<file path="config.mk">
export PLATFORM = sky130hd
export DESIGN_NAME = if_stage
export DESIGN_NICKNAME = d
export VERILOG_FILES = /design/src/rtl/if_stage.sv
export SDC_FILE = /design/constraint.sdc
export NUM_CORES = 1
export LEC_CHECK = 0
export ABC_AREA = 1
export CORE_ASPECT_RATIO = 0.8
export CORE_MARGIN = 4
export CORE_UTILIZATION = 30
export DETAILED_ROUTE_END_ITERATION = 16
export GPL_TIMING_DRIVEN = 0
export SLEW_MARGIN = 20
export SYNTH_ARGS = -nofsm -noshare
export SYNTH_HDL_FRONTEND = slang
export SYNTH_SLANG_ARGS = --single-unit
</file>
<file path="constraint.sdc">
create_clock -name clk -period 10.5 [get_ports clk]
set_input_delay 1.05 -clock clk [delete_from_list [all_inputs] [get_ports clk]]
set_output_delay 1.05 -clock clk [all_outputs]
set_load 0.005 [all_outputs]
</file>
<file path="src/rtl/if_stage.sv">
// Instruction fetch stage: drives a single-outstanding instruction memory
// request, fills the IF/ID pipeline register, parks one fetched word while
// decode is stalled, and squashes/refetches on redirects from EX.
module if_stage #(
  parameter logic [31:0] RESET_PC = 32'h0000_0000,
  parameter logic [31:0] NOP_INST = 32'h0000_0013
) (
  input  logic        clk,
  input  logic        rst,
  input  logic        stall,
  input  logic        redirect_valid,
  input  logic [31:0] redirect_pc,
  output logic        imem_req,
  output logic [31:0] imem_addr,
  input  logic        imem_ack,
  input  logic [31:0] imem_rdata,
  output logic        if_id_valid,
  output logic [31:0] if_id_pc,
  output logic [31:0] if_id_pc4,
  output logic [31:0] if_id_inst,
  output logic        misaligned
);

  // FETCH   : request outstanding at pc
  // HOLD    : one fetched word parked in the buffer, waiting for stall to drop
  // DISCARD : request at old_addr still in flight but its data is unwanted
  typedef enum logic [1:0] {
    FETCH   = 2'd0,
    HOLD    = 2'd1,
    DISCARD = 2'd2
  } state_t;

  state_t      state;
  // Low for the first cycle after reset so no request is raised while rst is
  // high and any acknowledge left over from before the reset is ignored.
  logic        running;
  logic [31:0] pc;
  logic [31:0] old_addr;
  logic [31:0] buf_pc;
  logic [31:0] buf_inst;

  logic [31:0] pc_plus4;
  logic [31:0] buf_pc_plus4;
  logic [31:0] redirect_target;
  logic        fetch_accept;

  assign pc_plus4        = pc + 32'd4;
  assign buf_pc_plus4    = buf_pc + 32'd4;
  assign redirect_target = {redirect_pc[31:2], 2'b00};

  // Request is a pure decode of state; the address only differs from pc
  // while draining a squashed request, which must finish at its old address.
  assign imem_req  = running && (state != HOLD);
  assign imem_addr = (state == DISCARD) ? old_addr : pc;

  // A returned word is only meaningful when we actually asked for it.
  assign fetch_accept = imem_req && imem_ack;

  // Fetch control FSM with IF/ID register, parking buffer and misaligned flag.
  always_ff @(posedge clk or posedge rst) begin
    if (rst) begin
      state       <= FETCH;
      running     <= 1'b0;
      pc          <= RESET_PC;
      old_addr    <= RESET_PC;
      buf_pc      <= 32'd0;
      buf_inst    <= NOP_INST;
      if_id_valid <= 1'b0;
      if_id_pc    <= 32'd0;
      if_id_pc4   <= 32'd0;
      if_id_inst  <= NOP_INST;
      misaligned  <= 1'b0;
    end else begin
      running    <= 1'b1;
      misaligned <= 1'b0;
      if (redirect_valid) begin
        // Redirect beats stall and everything else: squash IF/ID, drop any
        // parked word, and start over at the word-aligned target.
        pc          <= redirect_target;
        if_id_valid <= 1'b0;
        if_id_inst  <= NOP_INST;
        misaligned  <= |redirect_pc[1:0];
        if (imem_req && !imem_ack) begin
          // The memory still owes us a word; remember where it was asked
          // for so the request stays stable until it completes.
          state    <= DISCARD;
          old_addr <= imem_addr;
        end else begin
          state <= FETCH;
        end
      end else begin
        case (state)
          FETCH: begin
            if (fetch_accept) begin
              if (stall) begin
                buf_pc   <= pc;
                buf_inst <= imem_rdata;
                state    <= HOLD;
              end else begin
                if_id_valid <= 1'b1;
                if_id_pc    <= pc;
                if_id_pc4   <= pc_plus4;
                if_id_inst  <= imem_rdata;
                pc          <= pc_plus4;
              end
            end
          end
          HOLD: begin
            if (!stall) begin
              if_id_valid <= 1'b1;
              if_id_pc    <= buf_pc;
              if_id_pc4   <= buf_pc_plus4;
              if_id_inst  <= buf_inst;
              pc          <= buf_pc_plus4;
              state       <= FETCH;
            end
          end
          DISCARD: begin
            // Stale data is thrown away; pc already holds the new target.
            if (imem_ack) begin
              state <= FETCH;
            end
          end
          default: begin
            state <= FETCH;
          end
        endcase
      end
    end
  end

endmodule

</file>
==> reports/results.txt <==
Detail Route Antenna Nets: 0
first-pass GRT wire length: 57300 microns
die width: 220 microns
startpoint types: flop
design area: 14300 sq um
via count of the first global-routing pass: 9693
status: complete, no violations
Global Route Usage Sum: 19.1%
Mapped Area: 10800 sq um
cts bufs inserted: 25
Die ar.: 39200 sq um
Worst R2R Setup Slack: 7.84 ns
Largest delay share family, worst path: buffers and inverters
Area after DPL: 13500 sq um
Worst Hold Depth: 2
worst setup path category: reg2out
MaxCap Viol Count: 0
final worst slack: 6.50 ns
drt first pass iters: 5
drc violations: 0
post-synth net total: 1484
hold path startpoint: buf_inst[7]
R2R Path Start: state[1]
Leak: 6.72 nW
Worst Hold Path EP: buf_inst[7]
peak supply drop: 0.103 mV
core area: 35200 sq um
cells after synthesis: 1414
unique cell type count in the Yosys netlist: 36
post-CTS setup repair buffer count: 0
reg2reg end: pc[20]
Post-DP HPWL: 28600 microns
ratio of cells with drive above 1 in the final layout: 6.39%
Wirelength per Cell: 17.7 microns
Placement Setup Slack: 7.04 ns
Top Ports: 200
initial antenna violation count: 1
Slew @ Worst Pin: 0.801 ns
RSZ-0062 raised after global routing: false
min-delay worst type: reg2reg
row cnt: 61
initial core utilization: 30.8%
Longest Clk Path Bufs: 3
largest cells by area after synthesis: dfrtp_1 51%, nand2_1 20%, o21ai_0 6.2%, nand3_1 3.6%, nor2_1 3.6%
number of flops mapped to enable cells by yosys: 0
total negative slack: 0 ns
hold_buf cts: 0
clock sinks: 227
routed wire length: 37800 microns
Avg Vias per Cell: 4.83
#FFs+latches synth: 227
cells along the critical path: buf_4, nor2_1, clkbuf_1, nand2_1, o21ai_0, clkdlybuf4s50_1
Critical Path Max Stage Delay: 0.62 ns
IO buf count: 199
nets: 1712
CP Buf/Inv Count: 3
YS warnings: 0
Skew-Pair Late Insertion Delay: 0.54 ns
Required @ worst endpoint: 9.45 ns
most common cell in the netlist: nand2_1
R2R depth: 16
Slew headroom: 46.6%
Root Driver: clkbuf_16
routability cong.: 0.934
ys flop type: dfrtp_1
post-CTS sizing: 0
DIE HEIGHT: 178 microns
Initial DRC Count: 839
Syn Area/Cell: 7.65 sq um
Max Slew Vio Count: 0
fill count: 3559
Tcrit/Tclk final: 38.1%
Max Clk Rate: 0.250 GHz
GRT overflow: 0
final hold violation count: 0
Max stage delay cell, worst path: clkdlybuf4s50_1
Worst Path Arrival: 2.95 ns
CTS clk-pin slew, worst paths: 0.06 ns
CTS tree: done
# setup viols final: 0
Clock H-tree levels: 1
Synth top area share: 51.1%
routed vias: 10300
top cells by instance count after synthesis: 583 x nand2_1, 221 x dfrtp_1, 134 x o21ai_0, 104 x nor2_1, 87 x inv_1
minimum clock period: 4.00 ns
post-synth top area cell: dfrtp_1
PD cells: 198 nW/um^2
critical path endpoint category: output pin
P&R area growth vs syn: 31.7%
largest net degree at the start of global routing: 85
clk_skew: 0.0261 ns
post-synthesis sequential area ratio: 52.6%
crit-path max FO: 10
Post-synth ARST share: 100%
[state kept, by name, summed over array words and instances (netlist names)]
name	count
buf_inst	32
buf_pc	32
if_id_inst	32
if_id_pc	32
if_id_pc4	30
if_id_valid	1
misaligned	1
old_addr	32
pc	32
running	1
state	2
[stage by stage]
step                      util (%)  power (mW)  cells  hold slack (ns)
after detailed placement      38.3        1.98   2087            0.465
after CTS                     40.5        2.84   2132            0.480
after global routing          40.5        2.99   2133            0.495
after global placement        38.1        1.97   2085            0.461
after floorplan                  -        1.56   1414            0.448
final                         40.5        2.82   2133            0.475
[per-layer routing]
layer  track usage (%)  share of wire [%]
met5                 0                  0
met4              5.34                2.6
met3              3.80                7.8
met1              28.4                 47
met2              28.0                 43
[layout make-up]
cell class                 count  area, sq um  area share, %
timing repair buffer         201         2050           14.4
antenna                        1         2.50         0.0176
inverter                      91          352           2.47
buffer                        77          350           2.46
clock buffer                  41          756           5.30
sequential                   227         5690           39.9
multi-input combinational   1019         4440           31.2
tap                          472          591           4.14
clock inverter                 4         25.0          0.176
[worst min-delay path, stage by stage (launching register included)]
cell,delay (ns)
dfrtp_1,0.34
nand2_1,0.05
nand2_1,0.05
[cell families after synthesis]
logic type / after synthesis / share of synthesized area, %
AO/OA/AOI/OAI: 213 / 11.0
AND/OR/NAND/NOR: 803 / 29.8
XOR/XNOR: 1 / 0.0809
adder cells (fa/ha/maj): 1 / 0.116
flip-flops: 227 / 52.6
other: 1 / 0.0346
buffers and inverters: 168 / 6.42
[cell usage in the layout (no fill, tap or decap), types with 4 or more instances in the layout]
master / n
inv_1: 86
nand3_1: 78
nand2_1: 583
o21ai_1: 9
a21oi_1: 20
nor2_2: 17
buf_2: 16
clkbuf_1: 53
o211ai_1: 4
buf_1: 10
o31ai_1: 30
o21ai_0: 134
o221ai_1: 5
dfstp_2: 6
nor2_1: 104
o21a_1: 5
clkbuf_8: 7
clkbuf_16: 25
dfrtp_1: 221
buf_4: 4
nand2_2: 14
clkdlybuf4s50_1: 199
[where the power goes]
group | internal (mW) | switching, mW
Combinational | 0.352 | 0.417
Sequential | 1.08 | 0.125
Clock | 0.488 | 0.358
Total | 1.92 | 0.899
[worst max path at each step]
| stage | start | to | slack [ns] | depth (start not counted) |
|---|---|---|---|---|
| 2_1_floorplan | rst | buf_inst[10] | 3.24 | 1 |
| 3_3_place_gp | rst | old_addr[25] | 0.02 | 2 |
| 3_5_place_dp | state[0] | imem_addr[10] | 7.04 | 6 |
| 4_1_cts | state[0] | imem_addr[10] | 6.46 | 6 |
| 5_1_grt | state[0] | imem_addr[10] | 6.27 | 6 |
| 6_report | state[0] | imem_addr[9] | 6.50 | 6 |
Power figures use the tool's default switching activity.
